## src/rtl/adc_event_sequencer.sv

```systemverilog
// ADC event sequencer: captures triggered events into an external sample buffer, then streams them out channel by channel.
// Optional header word per event is enabled with the ADC_EVT_HEADER_EN macro.
//
// state     | meaning
// ----------+---------------------------------------------------------------
// S_IDLE    | waiting for an enabled trigger with a non-zero sample count
// S_CAPTURE | writing n_lat samples to the buffer, addresses 0..n_lat-1
// S_READOUT | issuing sample-major buffer reads into the 2-entry skid buffer
// S_FLUSH   | all reads issued; draining the skid buffer up to the last word
module adc_event_sequencer #(
   parameter int NCH     = 64,
   parameter int NSAMP_W = 8,
   parameter int CNT_W   = 16,
   localparam int CH_W   = $clog2(NCH),
   localparam int RD_W   = NSAMP_W + CH_W
) (
   input  logic               adc_clk,
   input  logic               rst_n,
   input  logic               trigger_i,
   input  logic               cfg_enable_i,
   input  logic [NSAMP_W-1:0] cfg_nsamples_i,
   output logic               buf_wr_en_o,
   output logic [NSAMP_W-1:0] buf_wr_addr_o,
   output logic               buf_rd_en_o,
   output logic [RD_W-1:0]    buf_rd_addr_o,
   input  logic [11:0]        buf_rd_data_i,
   output logic [15:0]        out_data_o,
   output logic               out_valid_o,
   input  logic               out_ready_i,
   output logic               out_last_o,
   output logic               busy_o,
   output logic [CNT_W-1:0]   evt_cnt_o,
   output logic [CNT_W-1:0]   trig_lost_o
);

   typedef enum logic [1:0] {
      S_IDLE,
      S_CAPTURE,
      S_READOUT,
      S_FLUSH
   } state_t;

   state_t state_q, state_d;

   logic [NSAMP_W-1:0] n_lat_q;
   logic [NSAMP_W-1:0] n_last;
   logic               wr_en_q;
   logic [NSAMP_W-1:0] wr_addr_q;
   logic [RD_W-1:0]    rd_addr_q;
   logic [RD_W-1:0]    rd_last_addr;
   logic               rd_pend_q;
   logic               rd_last_pend_q;
   logic [1:0]         sk_cnt_q;
   logic [11:0]        sk_data0_q, sk_data1_q;
   logic               sk_last0_q, sk_last1_q;
   logic [CNT_W-1:0]   evt_cnt_q;
   logic [CNT_W-1:0]   trig_lost_q;

   logic accept;
   logic capture_done;
   logic skid_block;
   logic rd_en;
   logic rd_final;
   logic pop;
   logic done;
   logic hdr_pend;

   assign n_last       = n_lat_q - 1'b1;
   assign rd_last_addr = {n_last, {CH_W{1'b1}}};

   assign accept       = (state_q == S_IDLE) && trigger_i && cfg_enable_i &&
                         (cfg_nsamples_i != '0);
   assign capture_done = (state_q == S_CAPTURE) && wr_en_q && (wr_addr_q == n_last);

   // A read issued now lands in the skid one cycle later, so stop early enough
   // that the in-flight word always has a free slot.
   assign skid_block = (sk_cnt_q == 2'd2) || ((sk_cnt_q == 2'd1) && !out_ready_i);
   assign rd_en      = (state_q == S_READOUT) && !hdr_pend && !skid_block;
   assign rd_final   = rd_en && (rd_addr_q == rd_last_addr);
   assign pop        = (sk_cnt_q != 2'd0) && out_ready_i && !hdr_pend;
   assign done       = (state_q == S_FLUSH) && pop && sk_last0_q;

   always_ff @(posedge adc_clk or negedge rst_n) begin
      if (!rst_n) begin
         state_q <= S_IDLE;
      end else begin
         state_q <= state_d;
      end
   end

   always_comb begin
      state_d = state_q;
      unique case (state_q)
         S_IDLE:    if (accept)       state_d = S_CAPTURE;
         S_CAPTURE: if (capture_done) state_d = S_READOUT;
         S_READOUT: if (rd_final)     state_d = S_FLUSH;
         S_FLUSH:   if (done)         state_d = S_IDLE;
         default:                     state_d = S_IDLE;
      endcase
   end

   always_ff @(posedge adc_clk or negedge rst_n) begin
      if (!rst_n) begin
         n_lat_q   <= '0;
         wr_en_q   <= 1'b0;
         wr_addr_q <= '0;
      end else if (accept) begin
         n_lat_q   <= cfg_nsamples_i;
         wr_en_q   <= 1'b1;
         wr_addr_q <= '0;
      end else if (capture_done) begin
         wr_en_q   <= 1'b0;
         wr_addr_q <= '0;
      end else if (wr_en_q) begin
         wr_addr_q <= wr_addr_q + 1'b1;
      end
   end

   always_ff @(posedge adc_clk or negedge rst_n) begin
      if (!rst_n) begin
         rd_addr_q      <= '0;
         rd_pend_q      <= 1'b0;
         rd_last_pend_q <= 1'b0;
      end else begin
         rd_pend_q      <= rd_en;
         rd_last_pend_q <= rd_final;
         if (capture_done || rd_final) begin
            rd_addr_q <= '0;
         end else if (rd_en) begin
            rd_addr_q <= rd_addr_q + 1'b1;
         end
      end
   end

   // Skid buffer: entry 0 is the head presented on the stream.
   always_ff @(posedge adc_clk or negedge rst_n) begin
      if (!rst_n) begin
         sk_cnt_q   <= 2'd0;
         sk_data0_q <= '0;
         sk_data1_q <= '0;
         sk_last0_q <= 1'b0;
         sk_last1_q <= 1'b0;
      end else begin
         unique case ({rd_pend_q, pop})
            2'b10: begin
               if (sk_cnt_q == 2'd0) begin
                  sk_data0_q <= buf_rd_data_i;
                  sk_last0_q <= rd_last_pend_q;
               end else begin
                  sk_data1_q <= buf_rd_data_i;
                  sk_last1_q <= rd_last_pend_q;
               end
               sk_cnt_q <= sk_cnt_q + 2'd1;
            end
            2'b01: begin
               sk_data0_q <= sk_data1_q;
               sk_last0_q <= sk_last1_q;
               sk_cnt_q   <= sk_cnt_q - 2'd1;
            end
            2'b11: begin
               if (sk_cnt_q == 2'd1) begin
                  sk_data0_q <= buf_rd_data_i;
                  sk_last0_q <= rd_last_pend_q;
               end else begin
                  sk_data0_q <= sk_data1_q;
                  sk_last0_q <= sk_last1_q;
                  sk_data1_q <= buf_rd_data_i;
                  sk_last1_q <= rd_last_pend_q;
               end
            end
            default: ;
         endcase
      end
   end

   always_ff @(posedge adc_clk or negedge rst_n) begin
      if (!rst_n) begin
         evt_cnt_q   <= '0;
         trig_lost_q <= '0;
      end else begin
         if (done) begin
            evt_cnt_q <= evt_cnt_q + 1'b1;
         end
         if (trigger_i && (state_q != S_IDLE) && (trig_lost_q != '1)) begin
            trig_lost_q <= trig_lost_q + 1'b1;
         end
      end
   end

`ifdef ADC_EVT_HEADER_EN
   logic        hdr_pend_q;
   logic [11:0] hdr_cnt;

   assign hdr_pend = hdr_pend_q;
   assign hdr_cnt  = 12'(evt_cnt_q);

   always_ff @(posedge adc_clk or negedge rst_n) begin
      if (!rst_n) begin
         hdr_pend_q <= 1'b0;
      end else if (capture_done) begin
         hdr_pend_q <= 1'b1;
      end else if (out_ready_i) begin
         hdr_pend_q <= 1'b0;
      end
   end

   assign out_data_o  = hdr_pend ? {4'hA, hdr_cnt} : {4'h0, sk_data0_q};
`else
   assign hdr_pend    = 1'b0;
   assign out_data_o  = {4'h0, sk_data0_q};
`endif

   assign out_valid_o   = hdr_pend || (sk_cnt_q != 2'd0);
   assign out_last_o    = !hdr_pend && (sk_cnt_q != 2'd0) && sk_last0_q;
   assign buf_wr_en_o   = wr_en_q;
   assign buf_wr_addr_o = wr_addr_q;
   assign buf_rd_en_o   = rd_en;
   assign buf_rd_addr_o = rd_addr_q;
   assign busy_o        = (state_q != S_IDLE);
   assign evt_cnt_o     = evt_cnt_q;
   assign trig_lost_o   = trig_lost_q;

endmodule

```

## config.mk

```make
export PLATFORM = sky130hd
export DESIGN_NAME = adc_event_sequencer
export DESIGN_NICKNAME = d
export VERILOG_FILES = /design/src/rtl/adc_event_sequencer.sv
export SDC_FILE = /design/constraint.sdc
export NUM_CORES = 1
export LEC_CHECK = 0
export CAP_MARGIN = 20
export CORE_AREA = 2 2 108 110
export DETAILED_ROUTE_END_ITERATION = 16
export DIE_AREA = 0 0 110 112
export PLACE_DENSITY_LB_ADDON = 0.05
export SETUP_SLACK_MARGIN = 0.15
export SYNTH_ARGS = -nofsm -noshare
export SYNTH_HDL_FRONTEND = slang
export SYNTH_SLANG_ARGS = --single-unit
```

## constraint.sdc

```tcl
create_clock -name adc_clk -period 3.4 [get_ports adc_clk]
set_input_delay 0.68 -clock adc_clk [delete_from_list [all_inputs] [get_ports adc_clk]]
set_output_delay 0.68 -clock adc_clk [all_outputs]
set_load 0.05 [all_outputs]
```

==> results.rst <==
.. list-table::
   :header-rows: 1

   * - Metric
     - Value
   * - Fraction of the yosys area taken by sequential cells
     - 48.6%
   * - Boundary Pins
     - 100
   * - DR WL met2
     - 4.78 mm
   * - Startpoint types
     - primary input
   * - Most area-consuming cells after synthesis
     - sky130_fd_sc_hd__dfrtp_1 49%, sky130_fd_sc_hd__xnor2_1 7.7%, sky130_fd_sc_hd__xor2_1 4.8%, sky130_fd_sc_hd__mux2_2 4.6%, sky130_fd_sc_hd__nand2_1 3.9%
   * - Die Outline Area
     - 0.0123 mm^2
   * - Placed insts
     - 692
   * - Synthesis Warnings
     - 0
   * - Number of pins exceeding their max-slew limit in the final report
     - 0
   * - CTS buffer count
     - 9
   * - Mean number of vias per cell
     - 5.07
   * - Number of hold buffers added after cts
     - 0
   * - Sum of negative setup slack
     - 0 ps
   * - Per-instance average area after synthesis
     - 10.6 um^2
   * - Total setup violations reported at the end of the flow
     - 0
   * - Power density relative to cell area
     - 839 mW/mm^2
   * - Metal-1 WL
     - 4.72 mm
   * - Sequential cell fraction of total power
     - 33.9%
   * - Layout cell share with drive strength beyond 1
     - 10.7%
   * - Die Span X
     - 110 um
   * - Largest net degree at the start of global routing
     - 60
   * - Area leader, netlist
     - sky130_fd_sc_hd__dfrtp_1
   * - Global-route wire length before repair
     - 17.2 mm
   * - Cell chosen for the clock root
     - sky130_fd_sc_hd__clkbuf_16
   * - Syn Inst Count
     - 462
   * - Syn Std Cell Area
     - 0.00489 mm^2
   * - Worst min path class
     - primary input to async pin
   * - Number of non-filler instances in the completed layout
     - 706
   * - LEAKAGE
     - 2.76 nW
   * - Bufs and invs on worst path
     - 1
   * - Bufs on Longest Clock Path
     - 2
   * - FF-to-FF Start
     - n_lat_q[0]
   * - Highest attainable clock frequency
     - 0.350 GHz
   * - Largest delay contributor family on the critical path
     - simple AND/OR/NAND/NOR gates
   * - Grt ovf
     - 0
   * - Final RePlAce weighted congestion
     - 0.807
   * - Clock tree from TritonCTS
     - built
   * - Outcome
     - complete, no violations
   * - Slew at the pin closest to its max-slew limit
     - 796 ps
   * - Routed wl met3
     - 467 um
   * - Endpoint type of the worst setup path
     - flip-flop
   * - Total global-route track usage
     - 17.9%
   * - RSZ-0062 raised after global routing
     - no
   * - Post-route DRC
     - 0
   * - Area fraction of the dominant cell type after synthesis
     - 48.6%
   * - Highest metal layer used by the detailed router
     - met4
   * - Router iterations before antenna repair
     - 4
   * - Fraction of power consumed by the clock network
     - 18.9%
   * - Most common library cell in the layout ignoring fill and taps
     - sky130_fd_sc_hd__dfrtp_1
   * - Number of flops mapped to enable cells by yosys
     - 0
   * - Clk_skew
     - 5.47 ps
   * - Number of gates given a new drive strength after cts
     - 0
   * - Switching Share
     - 41.9%
   * - Share of flip-flops with an asynchronous set or reset
     - 100%
   * - Row count
     - 39
   * - Worst vdd rail ir drop
     - 0.562 mV
   * - Post-detailed-routing wire length
     - 10.2 mm
   * - Arrival time of the worst setup path
     - 3090 ps
   * - Yosys reg bits
     - 95
   * - Required time of the worst setup path
     - 3630 ps
   * - Count of filler cells inserted in the layout
     - 1053
   * - Post-detailed-route wirelength per cell
     - 14.4 um
   * - Net switching power figure
     - 2.21 mW
   * - Top library cells by usage in the layout, fill and taps aside
     - 95 x sky130_fd_sc_hd__dfrtp_1, 93 x sky130_fd_sc_hd__clkdlybuf4s50_1, 51 x sky130_fd_sc_hd__nand2_1
   * - List of cells traversed by the critical path
     - clkdlybuf4s50_1, nor2b_1, or4_1, a2111oi_0, a21boi_0, nor4_2, mux2_2
   * - Startpoint-to-endpoint class of the critical path
     - primary input to flip-flop
   * - Crit path max fanout
     - 5
   * - Minimum clock period
     - 2860 ps
   * - Post-route ant nets
     - 0
   * - Dominant register cell in the synthesized netlist
     - sky130_fd_sc_hd__dfrtp_1
   * - TritonCTS sink count
     - 95
   * - Syn-to-layout area delta
     - 28.7%
   * - Final nets
     - 600
   * - Clock latency of the later-clocked register in the worst-skew pair
     - 350 ps
   * - Detailed Place HPWL
     - 7.53 mm
   * - Die height
     - 112 um
   * - Capturing point of the worst reg2reg path
     - buf_rd_addr_o[11]
   * - Worst relative slew slack
     - 46.9%
   * - Diodes inserted
     - 0
   * - Int Pwr
     - 3.07 mW
   * - Detailed Route Iter0 Violations
     - 116
   * - Vias in the first global route
     - 3578
   * - Initial Utilization
     - 43.8%
   * - Delay of the slowest critical-path stage
     - 620 ps
   * - Number of buffers inserted to repair setup after CTS
     - 0
   * - Core footprint
     - 0.0112 mm^2
   * - Via count
     - 3576
   * - R2R Setup Slk
     - 560 ps
   * - Critical-path top delay cell
     - sky130_fd_sc_hd__or4_1
   * - Initial antenna violation count
     - 0
   * - Endpoints failing hold
     - 0
   * - I/O Buffers
     - 95
   * - Tcrit/Tclk final
     - 84.1%
   * - Number of distinct library cells after synthesis
     - 56
   * - Number of violations of the max-capacitance limit
     - 0
   * - Clock transition at the registers of the reported paths
     - 60 ps
   * - Power share of the combinational group
     - 47.2%
   * - H-tree lvl count
     - 3
   * - Cell count of the worst reg-to-reg path
     - 9
==> layer usage <==
layer,GRT usage (%),vias up
met4,8.27,0
met1,24.1,1703
li1,-,1770
met2,27.9,89
met3,3.16,14
met5,0,-
==> worst max-delay path by stage <==
stage	start	endpoint	slack (ps)	cells past startpoint
finish	out_ready_i	state_q[1]	540	7
global route	n_lat_q[0]	buf_rd_addr_o[7]	350	9
detailed placement	out_ready_i	state_q[1]	180	7
global placement	out_ready_i	state_q[1]	290	7
CTS	n_lat_q[0]	buf_rd_addr_o[6]	550	9
floorplan	buf_rd_addr_o[0]	state_q[1]	750	7
==> worst register-to-register path, cell delays in order, from the launching register on <==
cell and delay [ps]:
sky130_fd_sc_hd__dfrtp_1 440, sky130_fd_sc_hd__inv_1 110, sky130_fd_sc_hd__ha_1 280, sky130_fd_sc_hd__or3b_4 440, sky130_fd_sc_hd__or3_1 400, sky130_fd_sc_hd__nand2_1 90
sky130_fd_sc_hd__o221ai_2 120, sky130_fd_sc_hd__o41ai_4 560, sky130_fd_sc_hd__buf_4 250, sky130_fd_sc_hd__nor2_1 60
==> state kept, by name (all words and copies together), names as in the netlist <==
name	count
buf_rd_addr_o	14
sk_cnt_q	2
rd_last_pend_q	1
rd_pend_q	1
sk_last1_q	1
sk_data0_q	12
state_q	2
evt_cnt_o	16
buf_wr_en_o	1
sk_last0_q	1
sk_data1_q	12
n_lat_q	8
buf_wr_addr_o	8
trig_lost_o	16
==> power by group through the flow <==
stage | clock [mW] | combinational [mW] | sequential, mW
final | 0.999 | 2.49 | 1.79
after detailed placement | 0 | 2.51 | 1.81
after floorplan | 0 | 1.36 | 2.25
after global routing | 1.07 | 2.73 | 1.85
after global placement | 0 | 2.48 | 1.80
after CTS | 1.03 | 2.52 | 1.80
==> kinds of logic after synthesis <==
kind of cell	share of synthesized area, %
buffers and inverters	3.53
muxes	4.81
adders and majority gates	3.84
other	0.0767
xor gates and xnor gates	13.5
DFF	48.6
and+or+nand+nor	17.2
AOI/OAI and AO/OA	8.49
==> layout make-up <==
cell class | count | area, um^2 | share of cell area (%)
sequential | 95 | 2380 | 37.8
multi-input combinational | 334 | 2350 | 37.4
timing repair buffer | 104 | 1040 | 16.5
clock buffer | 11 | 243 | 3.86
tap | 143 | 179 | 2.84
inverter | 16 | 60.1 | 0.954
clock inverter | 3 | 43.8 | 0.696
==> metrics by stage <==
| step | setup slack (ps) | utilization [%] | power (mW) | hold slack, ps | area, um^2 |
|---|---|---|---|---|---|
| floorplan | 751 | - | 3.60 | 384 | 4900 |
| global placement | 290 | 53.8 | 4.28 | 457 | 6010 |
| detailed placement | 185 | 53.8 | 4.32 | 470 | 6010 |
| CTS | 545 | 56.3 | 5.35 | 455 | 6290 |
| global route | 351 | 56.3 | 5.65 | 496 | 6290 |
| finish | 542 | 56.3 | 5.28 | 418 | 6290 |
==> Yosys cell counts, types with 2 or more instances <==
cell type                   number
sky130_fd_sc_hd__ha_1           15
sky130_fd_sc_hd__nand3_1        19
sky130_fd_sc_hd__a21oi_1         4
sky130_fd_sc_hd__nand4_1        12
sky130_fd_sc_hd__a21boi_0        2
sky130_fd_sc_hd__a2bb2oi_1       2
sky130_fd_sc_hd__and4_1          3
sky130_fd_sc_hd__nand2b_1        6
sky130_fd_sc_hd__o21ai_0        18
sky130_fd_sc_hd__clkbuf_1       10
sky130_fd_sc_hd__nor2_1         34
sky130_fd_sc_hd__buf_4           5
sky130_fd_sc_hd__a211oi_1        2
sky130_fd_sc_hd__nor3_1          5
sky130_fd_sc_hd__xor2_1         27
sky130_fd_sc_hd__inv_1          16
sky130_fd_sc_hd__a22oi_1        13
sky130_fd_sc_hd__buf_2           3
sky130_fd_sc_hd__nor2b_1         4
sky130_fd_sc_hd__a21o_1          2
sky130_fd_sc_hd__buf_6           2
sky130_fd_sc_hd__dfrtp_1        95
sky130_fd_sc_hd__nand2_1        51
sky130_fd_sc_hd__or2_2           4
sky130_fd_sc_hd__and3_1         11
sky130_fd_sc_hd__xnor2_1        43
sky130_fd_sc_hd__mux2_2         20
sky130_fd_sc_hd__and2_1          2
sky130_fd_sc_hd__nor4_1          3
sky130_fd_sc_hd__nor4_2          3
Note: power is estimated with default switching activity, not from simulation.
